**config.mk**
```make
export PLATFORM = sky130hd
export DESIGN_NAME = cs_feeder
export DESIGN_NICKNAME = d
export VERILOG_FILES = /design/src/rtl/cs_feeder.sv
export SDC_FILE = /design/constraint.sdc
export NUM_CORES = 1
export LEC_CHECK = 0
export CORE_UTILIZATION = 63
export CTS_BUF_LIST = sky130_fd_sc_hd__clkbuf_4 sky130_fd_sc_hd__clkbuf_8
export DETAILED_ROUTE_END_ITERATION = 7
export DONT_BUFFER_PORTS = 1
export PLACE_DENSITY = 0.83
export SLEW_MARGIN = 5
export SYNTH_ARGS = -nofsm -noshare
export SYNTH_HDL_FRONTEND = slang
export SYNTH_SLANG_ARGS = --single-unit
```
**constraint.sdc**
```tcl
create_clock -name clk -period 3.6 [get_ports clk]
set_input_delay 0.36 -clock clk [delete_from_list [all_inputs] [get_ports clk]]
set_output_delay 0.36 -clock clk [all_outputs]
set_load 0.01 [all_outputs]
```
**src/rtl/cs_feeder.sv**
```systemverilog
// cs_feeder: FIFO-buffered, gap-free sample feeder for the 9-tap sliding-window smoother
// Ports: clk, reset (sync, active-low); in_data/in_valid/in_ready upstream handshake;
//        start/frame_len begin a frame; X/x_valid sample stream to the smoother;
//        y_valid qualifies smoother Y; busy, done (pulse), underrun (sticky).
// Optional: define CS_REPLAY_EN to re-drive the last sample on FIFO underrun instead of zeros.
module cs_feeder #(
    parameter int DW    = 8,
    parameter int DEPTH = 16,
    parameter int WIN   = 9,
    parameter int LW    = 16
) (
    input  logic          clk,
    input  logic          reset,
    input  logic [DW-1:0] in_data,
    input  logic          in_valid,
    output logic          in_ready,
    input  logic          start,
    input  logic [LW-1:0] frame_len,
    output logic [DW-1:0] X,
    output logic          x_valid,
    output logic          y_valid,
    output logic          busy,
    output logic          done,
    output logic          underrun
);
    localparam int AW = $clog2(DEPTH);
    localparam int CW = AW + 1;
    localparam int WW = $clog2(WIN + 1);
    localparam logic [WW-1:0] WMAX  = WW'(WIN);
    localparam logic [WW-1:0] WLAST = WW'(WIN - 1);

    typedef enum logic [1:0] {IDLE, PREFILL, STREAM, DRAIN} state_t;
    state_t state, state_nx;

    logic [DW-1:0] mem [DEPTH];
    logic [AW-1:0] wr_ptr, rd_ptr;
    logic [CW-1:0] count;
    logic [LW-1:0] rem, need;
    logic [WW-1:0] win_cnt;
    logic push, pop, empty;

    assign empty    = count == '0;
    assign in_ready = reset && (count < CW'(DEPTH));
    assign push     = in_valid && in_ready;
    assign pop      = state == STREAM && !empty;
    assign busy     = state != IDLE;
    // Short frames only need all their samples buffered before streaming.
    assign need     = (rem < LW'(WIN)) ? rem : LW'(WIN);

    always_comb begin
        state_nx = state;
        case (state)
            IDLE:    state_nx = (start && frame_len != '0) ? PREFILL : IDLE;
            PREFILL: state_nx = (LW'(count) >= need) ? STREAM : PREFILL;
            STREAM:  state_nx = (pop && rem == LW'(1)) ? DRAIN : STREAM;
            default: state_nx = IDLE;
        endcase
    end

    always_ff @(posedge clk)
        if (!reset) state <= IDLE;
        else state <= state_nx;

    always_ff @(posedge clk)
        if (push) mem[wr_ptr] <= in_data;

    always_ff @(posedge clk) begin
        if (!reset) begin
            wr_ptr   <= '0;
            rd_ptr   <= '0;
            count    <= '0;
            rem      <= '0;
            win_cnt  <= '0;
            X        <= '0;
            x_valid  <= 1'b0;
            y_valid  <= 1'b0;
            done     <= 1'b0;
            underrun <= 1'b0;
        end else begin
            wr_ptr  <= wr_ptr + AW'(push);
            rd_ptr  <= rd_ptr + AW'(pop);
            count   <= count + CW'(push) - CW'(pop);
            done    <= state == DRAIN || (state == IDLE && start && frame_len == '0);
            // x_valid high at this edge means the smoother captures X now.
            y_valid <= x_valid && win_cnt >= WLAST;
            if (x_valid) win_cnt <= (win_cnt == WMAX) ? win_cnt : win_cnt + 1'b1;
            if (state == STREAM) begin
                if (!empty) begin
                    X       <= mem[rd_ptr];
                    x_valid <= 1'b1;
                    rem     <= rem - LW'(1);
                end else begin
`ifdef CS_REPLAY_EN
                    x_valid  <= 1'b1;
`else
                    X        <= '0;
                    x_valid  <= 1'b0;
                    win_cnt  <= '0;
`endif
                    underrun <= 1'b1;
                end
            end else begin
                X       <= '0;
                x_valid <= 1'b0;
            end
            if (state == IDLE && start) begin
                rem      <= frame_len;
                underrun <= 1'b0;
                win_cnt  <= '0;
            end
        end
    end
endmodule

```
==> results of run 1 <==
[logic make-up after synthesis]
family | Yosys count
xor gates and xnor gates | 16
AOI/OAI and AO/OA | 59
muxes | 49
DFF | 175
adders and majority gates | 21
and+or+nand+nor | 126
buffers and inverters | 39
other | 1
[critical path, cell delays in order, from the launching register on]
cell and delay, ps:
dfxtp_1 370, or4_4 570, or2_4 280, nor4_4 260
a21boi_2 240, nand2_1 70, ha_1 300, a21oi_1 130
o21ai_0 90, a31oi_1 210, nor3b_1 70, o21a_1 160
[stage by stage]
stage                     total power [mW]  area (sq um)  setup WS, ps
after floorplan                       2.72          7310           709
after global placement                2.80          7460           793
after detailed placement              2.83          7460           733
after CTS                             4.23          7960           709
after global routing                  4.38          7960           506
final                                 4.21          7960           721
[power by group through the flow]
stage	clock network [mW]	registers, mW	logic, mW
finish	1.40	2.28	0.527
detailed placement	0	2.32	0.503
global placement	0	2.32	0.482
CTS	1.42	2.28	0.531
floorplan	0	2.31	0.416
global route	1.50	2.29	0.592
[registers in the layout, indices dropped and copies added, names as in the netlist, 2 cells and up]
name	count
count	5
win_cnt	4
mem	128
rd_ptr	4
X	8
rem	16
state	2
wr_ptr	4
[worst max path at each step]
stage | depth (start not counted) | start | slack (ps) | endpoint
finish | 11 | rem[8] | 720 | state[1]
global route | 11 | rem[8] | 510 | state[1]
CTS | 11 | rem[8] | 710 | state[1]
detailed placement | 11 | rem[8] | 730 | state[1]
global placement | 11 | rem[8] | 790 | state[1]
floorplan | 17 | count[3] | 710 | count[4]
[layer usage]
metal	up-vias	track usage [%]	share of wire (%)
met5	-	0	0
met4	0	10.7	2.3
met3	31	6.11	5.7
met2	146	43.9	53
met1	2047	30.8	39
li1	1882	-	-
[timing repair]
item	CTS	global route
endpoints found under the setup margin	0	0
resized for setup	0	0
hold buffers	8	0
endpoints found under the hold margin	128	0
[layout make-up]
cell class / instances / area [sq um]
Sequential cell: 175 / 4790
Multi-Input combinational cell: 272 / 2370
Clock inverter: 15 / 184
Inverter: 17 / 63.8
Fill cell: 689 / 3120
Clock buffer: 17 / 234
Timing Repair Buffer: 17 / 148
Tap cell: 140 / 175
[placed cells by master (no fill, tap or decap), drive strengths merged, types with 4 or more instances in the layout]
master,netlist,final
o22ai,14,14
dfxtp,47,47
inv,16,21
buf,11,9
mux4,32,32
nand3,10,10
clkinv,1,6
nor3,10,10
clkbuf,11,17
a21oi,16,16
a2bb2oi,7,7
o21ai,5,5
nor2,41,41
dlygate4sd3,0,8
and2,7,7
nand2,29,29
ha,20,20
nor4,8,8
xnor2,10,10
nor2b,4,4
edfxtp,128,128
xor2,6,6
mux2i,17,17
==> flow_metrics.py, run 1 <==
metrics = {
    "placement": {
        "portBuffers": 0,
        "place_inst": 613,
        "post-dp-hpwl_mm": 9.00,
        "gp_congestion": 0.812,
    },
    "power": {
        "clkPwrFrac_pct": 33.3,
        "switching_share_pct": 25.2,
        "seq_power_share_pct": 54.2,
        "p_int_mw": 3.15,
        "p_leak_nw": 2.61,
        "worst_ir_drop_vdd_v": 0.000465,
        "p_sw_mw": 1.06,
        "power_density_mw_per_mm2": 529,
        "comb_power_share_pct": 12.5,
    },
    "global_routing": {
        "grt_overflow": 0,
        "grt_pass1_vias": 4180,
        "grt_max_degree": 34,
        "antenna_found_initial": 0,
        "grt_usage_pct": 25.5,
        "grt_pass1_wl_mm": 21.7,
    },
    "detailed_routing": {
        "wl_per_cell_um": 21.0,
        "drc_errors": 0,
        "routed_wl_mm": 13.7,
        "ant_nets": 0,
        "drt_iter0_drc": 440,
        "num_vias": 4106,
        "avgViaCountPerCell": 6.29,
        "firstDrtPassIters": 5,
    },
    "floorplan": {
        "dieWidth_um": 110,
        "die-area_sq_mm": 0.0120,
        "die_y_um": 110,
        "rows": 38,
        "start_util_pct": 66.0,
        "pin_count": 42,
        "core_area_sq_mm": 0.0111,
    },
    "synth": {
        "yosys.area_share.simple_pct": 9.02,
        "synth_mux_area_share_pct": 12.2,
        "synth_top_family_by_area": "multiplexers",
        "synthTopCellsByCount": "128 x edfxtp_1, 47 x dfxtp_1, 41 x nor2_1",
        "synth-edff-count": 128,
        "synthAdderAreaFrac_pct": 3.70,
        "yosysMostFrequentCell": "edfxtp_1",
        "async_flop_share_pct": 0,
        "synth.cell_area_sq_mm": 0.00731,
        "synth_compound_area_share_pct": 5.51,
        "synthXorXnorAreaFrac_pct": 1.92,
        "synth.area.top_cells": "edfxtp_1 53%, dfxtp_1 13%, mux4_2 9.9%",
        "yosys.area.top_type_share_pct": 52.6,
        "syn_avg_cell_area_sq_um": 15.0,
        "synth_seq_cells": 175,
        "synth.distinct_cells": 54,
        "yosys_warnings": 0,
        "synth_nets": 535,
        "netlist_instances": 486,
        "yosys.area.top_type": "edfxtp_1",
        "yosysSeqAreaShare_pct": 65.4,
        "ys.flop_type": "edfxtp_1",
    },
    "layout": {
        "diodes": 0,
        "final_core_util_pct": 71.8,
        "drive_above_1_share_pct": 16.4,
        "final_nets": 549,
        "final_cell_count_no_fill": 653,
        "syn2layout_area_growth_pct": 8.83,
    },
    "outcome": {
        "status": "finished clean",
    },
    "setup_path": {
        "r2r-start": "rem[8]",
        "cp.required_ps": 3940,
        "regToRegSetupSlack_ps": 720,
        "worstSetupPathType": "flop to flop",
        "cp.arrival_ps": 3220,
        "r2r-end": "state[1]",
        "end_kind": "flop",
        "rr_worst_depth": 11,
        "crit_path_start_kind": "flop",
        "path_max_fanout": 6,
    },
    "clock_network": {
        "postCtsSetupBuffers": 0,
        "insertion_delay_ps": 450,
        "cts.sinks": 175,
        "cts_tree": "built",
        "clkTransAtPathRegs_ps": 90,
        "ctsLongestPathBuffers": 2,
        "numCtsBuffers": 17,
        "cts_root_buf": "clkbuf_8",
        "cts_max_level": 4,
    },
    "sta": {
        "fin_crit_sh_pct": 80.0,
        "hold-worst-slack_ps": 31.7,
        "skew_ps": 10.7,
        "slew_headroom_pct": 33.4,
        "max_freq_mhz": 347,
        "rsz0062_at_grt": "false",
        "drv_slew": 0,
        "setup_tns_ps": 0,
        "min_period_ps": 2880,
        "finalSetupViolCount": 0,
        "finalHoldViolCount": 0,
        "tightest_slew_ps": 995,
    },
    "hold_path": {
        "hold_depth": 1,
        "worstHoldEndpoint": "count[0]",
        "hp-start": "reset",
        "min_path_type": "primary input to flop",
    },
    "job": {
        "maxCapViolCount": 0,
    },
}
(Power assumes the default switching activity.)
==> run 2, diff against run 1 <==
CORE_UTILIZATION = 59   (was 63)
PLACE_DENSITY = 0.82   (was 0.83)
clock period = 2.35 ns   (was 3.6 ns; I/O delays follow)
==> flow_metrics.py, run 2 (same netlist as run 1, synthesis figures left out) <==
metrics = {
    "sta": {
        "slew_headroom_pct": 61.5,
        "rsz0062_at_grt": "true",
        "worst_slack_ps": -295,
        "finalSetupViolCount": 3,
        "finalHoldViolCount": 0,
        "skew_ps": 9.63,
        "drv_slew": 0,
        "min_period_ps": 2650,
        "max_freq_mhz": 378,
        "fin_crit_sh_pct": 113,
        "hold-worst-slack_ps": 52.7,
        "tightest_slew_ps": 576,
    },
    "setup_path": {
        "path_max_fanout": 3,
        "crit_path_start_kind": "flop",
        "end_kind": "flop",
        "worstSetupPathType": "flop to flop",
        "cp.required_ps": 2720,
        "cp.arrival_ps": 3010,
    },
    "floorplan": {
        "dieWidth_um": 113,
        "rows": 40,
        "pin_count": 42,
        "core_area_sq_mm": 0.0121,
        "die-area_sq_mm": 0.0128,
        "start_util_pct": 60.6,
        "die_y_um": 113,
    },
    "power": {
        "worst_ir_drop_vdd_v": 0.000495,
        "power_mw": 6.41,
        "p_leak_nw": 2.85,
        "power_density_mw_per_mm2": 756,
    },
    "layout": {
        "multi_input_area_sq_mm": 0.00246,
        "diodes": 0,
        "drive_above_1_share_pct": 25.0,
        "reg_top3": "mem: 128 flops, rem: 16 flops, X: 8 flops",
        "top_register": "mem",
        "final_cell_mix": "128 x edfxtp_1, 45 x buf_4, 42 x dfxtp_1, 41 x nor2_1, 32 x mux4_2",
        "fillCellCount": 758,
        "syn2layout_area_growth_pct": 16.0,
        "layout_commonest_cell": "edfxtp_1",
        "final-seq-area_sq_mm": 0.00479,
        "largest_reg_flops": 128,
        "final_nets": 603,
    },
    "outcome": {
        "status": "complete, but fails checks",
        "violations": "setup timing",
    },
    "placement": {
        "portBuffers": 0,
        "post-dp-hpwl_mm": 9.71,
        "gp_congestion": 0.859,
    },
    "clock_network": {
        "cts_root_buf": "clkbuf_8",
        "cts_tree": "built",
        "cts.sinks": 175,
        "clkTransAtPathRegs_ps": 90,
        "numCtsBuffers": 17,
        "cts_max_level": 4,
        "insertion_delay_ps": 450,
        "ctsLongestPathBuffers": 2,
    },
    "detailed_routing": {
        "ant_nets": 0,
        "num_vias": 4363,
        "wl_per_cell_um": 20.6,
        "routed_wl_mm": 15.1,
        "drt_iter0_drc": 426,
        "drc_errors": 0,
        "firstDrtPassIters": 5,
        "avgViaCountPerCell": 5.94,
    },
    "global_routing": {
        "grt_usage_pct": 25.6,
        "grt_overflow": 0,
        "grt_pass1_wl_mm": 23.9,
        "grt_pass1_vias": 4590,
        "antenna_found_initial": 0,
        "grt_max_degree": 27,
    },
    "hold_path": {
        "min_path_type": "primary input to flop",
    },
    "job": {
        "maxCapViolCount": 0,
    },
}
==> run 2: changes by cell type in the layout (fill, tap and decap cells not counted), sizes merged <==
cell / previous run / this run
buf: 9 / 47
bufinv: 3 / 0
clkinv: 6 / 7
clkinvlp: 2 / 5
dlygate4sd3: 8 / 24
inv: 21 / 20
==> run 2: report_power, final <==
group          internal (mW)  switching [mW]  total [mW]
clock                  0.736            1.09        1.83
sequential              3.40          0.0839        3.48
combinational          0.532           0.565        1.10
==> run 2: critical path, stage by stage, from the launching register on <==
cell      delay [ps]
dfxtp_2          330
or4_4            530
or2_4            280
nor4_4           150
a21boi_2         230
nand2_1          110
ha_4             240
a21oi_2          120
o21ai_1           90
a31oi_2          230
nor3b_1           80
o21a_1           160
==> run 2: layout make-up <==
cell class	count	area share (%)
inverters	17	0.811
repair buffers	71	7.19
clock inverters	15	1.31
flip-flops and latches	175	56.5
multi-input cells	272	29.0
clock buffers	17	2.76
well taps	168	2.48
==> run 2: worst paths after layout <==
path | startpoint | endpoint | slack (ps) | depth (start not counted)
max | rem[11] | state[1] | -300 | 11
min | frame_len[10] | rem[10] | 50 | 2
max reg2reg | rem[11] | state[1] | -300 | 11
min reg2reg | rem[7] | rem[7] | 510 | 2
==> run 2: metal layers <==
metal | global-route usage, % | wire length, um | share of wire [%] | up-vias
met4 | 9.39 | 228 | 1.5 | 0
met3 | 5.78 | 830 | 5.5 | 23
met5 | 0 | 0 | 0 | -
met1 | 30.7 | 5910 | 39 | 2194
met2 | 45.3 | 8150 | 54 | 155
li1 | - | - | - | 1991
==> run 2: per-stage QoR <==
| stage | TNS [ps] | utilization [%] | std cells | setup WS, ps | instance area, sq um |
|---|---|---|---|---|---|
| global placement | -548 | 64.7 | 675 | -224 | 7800 |
| CTS | -751 | 69.9 | 733 | -279 | 8430 |
| detailed placement | -805 | 64.7 | 675 | -288 | 7800 |
| floorplan | -770 | - | 486 | -384 | 7360 |
| finish | -767 | 70.3 | 735 | -295 | 8480 |
| global route | -1220 | 70.3 | 735 | -414 | 8480 |
==> run 2: what timing repair did <==
item / CTS / global route
endpoints found under the hold margin: 152 / 0
buffers inserted: 2 / 2
hold buffers: 24 / 0
resized for setup: 6 / 7
endpoints found under the setup margin: 4 / 4
pin swaps: 7 / 4
==> run 3, diff against run 2 <==
CAP_MARGIN = 20   (was unset)
CORE_UTILIZATION = 58   (was 59)
PLACE_DENSITY = 0.8   (was 0.82)
==> flow_metrics.py, run 3 (same netlist as run 1, synthesis figures left out) <==
metrics = {
    "sta": {
        "max_freq_mhz": 367,
        "rsz0062_at_grt": "true",
        "finalSetupViolCount": 3,
        "finalHoldViolCount": 0,
        "min_period_ps": 2720,
        "skew_ps": 13.1,
        "fin_crit_sh_pct": 116,
        "slew_headroom_pct": 63.1,
        "worst_slack_ps": -373,
        "drv_slew": 0,
        "tightest_slew_ps": 552,
    },
    "detailed_routing": {
        "avgViaCountPerCell": 5.89,
        "firstDrtPassIters": 4,
        "wl_per_cell_um": 19.3,
        "num_vias": 4306,
        "ant_nets": 0,
        "drt_iter0_drc": 300,
        "routed_wl_mm": 14.1,
        "drc_errors": 0,
    },
    "power": {
        "worst_ir_drop_vdd_v": 0.000463,
        "power_density_mw_per_mm2": 770,
        "p_leak_nw": 2.87,
    },
    "layout": {
        "drive_above_1_share_pct": 24.0,
        "final_core_util_pct": 69.6,
        "largest_reg_flops": 128,
        "reg_top3": "mem: 128 flops, rem: 16 flops, X: 8 flops",
        "diodes": 0,
        "final-seq-area_sq_mm": 0.00479,
        "layout_commonest_cell": "edfxtp_1",
        "top_register": "mem",
        "multi_input_area_sq_mm": 0.00243,
        "final_cell_mix": "128 x edfxtp_1, 42 x dfxtp_1, 41 x nor2_1, 41 x buf_4, 32 x mux4_2",
        "syn2layout_area_growth_pct": 15.8,
        "fillCellCount": 769,
        "final_nets": 599,
    },
    "outcome": {
        "violations": "setup timing",
        "status": "complete, but fails checks",
    },
    "clock_network": {
        "cts_tree": "built",
        "clkTransAtPathRegs_ps": 90,
        "ctsLongestPathBuffers": 2,
        "cts.sinks": 175,
        "cts_root_buf": "clkbuf_8",
        "cts_max_level": 4,
        "insertion_delay_ps": 450,
        "numCtsBuffers": 17,
    },
    "setup_path": {
        "crit_path_max_incr_delay_ps": 530,
        "worstSetupPathType": "flop to flop",
        "cp_cell_sequence": "or4_4 > or2_4 > nor4_4 > a21boi_4 > nand2_1 > ha_1 > a21oi_1 > o21ai_1 > a31oi_1 > nor3b_1 > o21a_1",
        "crit_path_top_delay_cell": "or4_4",
        "crit_family": "simple AND/OR/NAND/NOR gates",
        "end_kind": "flop",
        "critPathBufInv": 0,
        "path_max_fanout": 3,
        "r2r-start": "rem[11]",
        "cp.required_ps": 2710,
        "crit_path_start_kind": "flop",
        "startpoint": "rem[11]",
        "cp.arrival_ps": 3080,
    },
    "hold_path": {
        "min_path_type": "primary input to flop",
        "hp-start": "frame_len[14]",
    },
    "floorplan": {
        "pin_count": 42,
        "dieWidth_um": 114,
        "die_y_um": 114,
        "die-area_sq_mm": 0.0131,
        "rows": 40,
        "start_util_pct": 60.1,
        "core_area_sq_mm": 0.0122,
    },
    "placement": {
        "gp_congestion": 0.876,
        "portBuffers": 0,
        "post-dp-hpwl_mm": 9.28,
        "pre_cts_slack_ps": -320,
    },
    "job": {
        "maxCapViolCount": 0,
    },
    "global_routing": {
        "grt_pass1_vias": 4557,
        "grt_pass1_wl_mm": 22.8,
        "grt_overflow": 0,
        "grt_max_degree": 30,
        "grt_usage_pct": 23.8,
        "antenna_found_initial": 0,
    },
}
run 3: changes by cell type in the layout (fill, tap and decap cells not counted), sizes merged:
cell / previous run / this run
bufinv: 0 / 1
buf: 47 / 43
clkbuf: 17 / 20
clkinvlp: 5 / 1
run 3: path summary, 6_finish.rpt:
kind                   end  slack, ps  cells after the start
setup reg to reg  state[1]       -370                     11
setup / recovery  state[1]       -370                     11
hold / removal     rem[14]         30                      2
hold reg to reg     rem[7]        500                      2
run 3: timing repair:
action	in CTS	in global routing
pin swaps	0	7
hold buffers	24	0
hold endpoints to repair	151	0
buffers inserted	1	3
endpoints found under the setup margin	4	4
gates resized for setup	3	5
run 3: layer usage:
layer	vias to the layer above	GRT usage, %	wire, um
met4	0	8.31	267
met5	-	0	0
li1	1991	-	-
met2	159	42.9	7540
met3	23	5.08	770
met1	2133	28.2	5510
run 3: power by group:
group          switching, mW  internal (mW)
sequential            0.0804           3.40
clock                   1.06          0.915
combinational          0.547          0.523
run 3: area by class of cell:
type                    instances  share of cell area [%]
flip-flops and latches        175                    56.6
multi-input cells             272                    28.7
repair buffers                 67                    6.95
clock buffers                  20                    3.18
well taps                     168                    2.48
clock inverters                12                    1.30
inverters                      17                   0.813
run 3: metrics by stage:
stage / setup TNS, ps / power (mW) / instance area, sq um / hold slack (ps) / std cells
after floorplan: -770 / 4.19 / 7360 / 334 / 486
after global placement: -622 / 4.40 / 7780 / 335 / 671
after detailed placement: -867 / 4.45 / 7780 / 334 / 671
after CTS: -867 / 6.48 / 8420 / 13.5 / 728
after global routing: -1180 / 6.79 / 8470 / 12.0 / 731
final: -928 / 6.52 / 8470 / 27.0 / 731
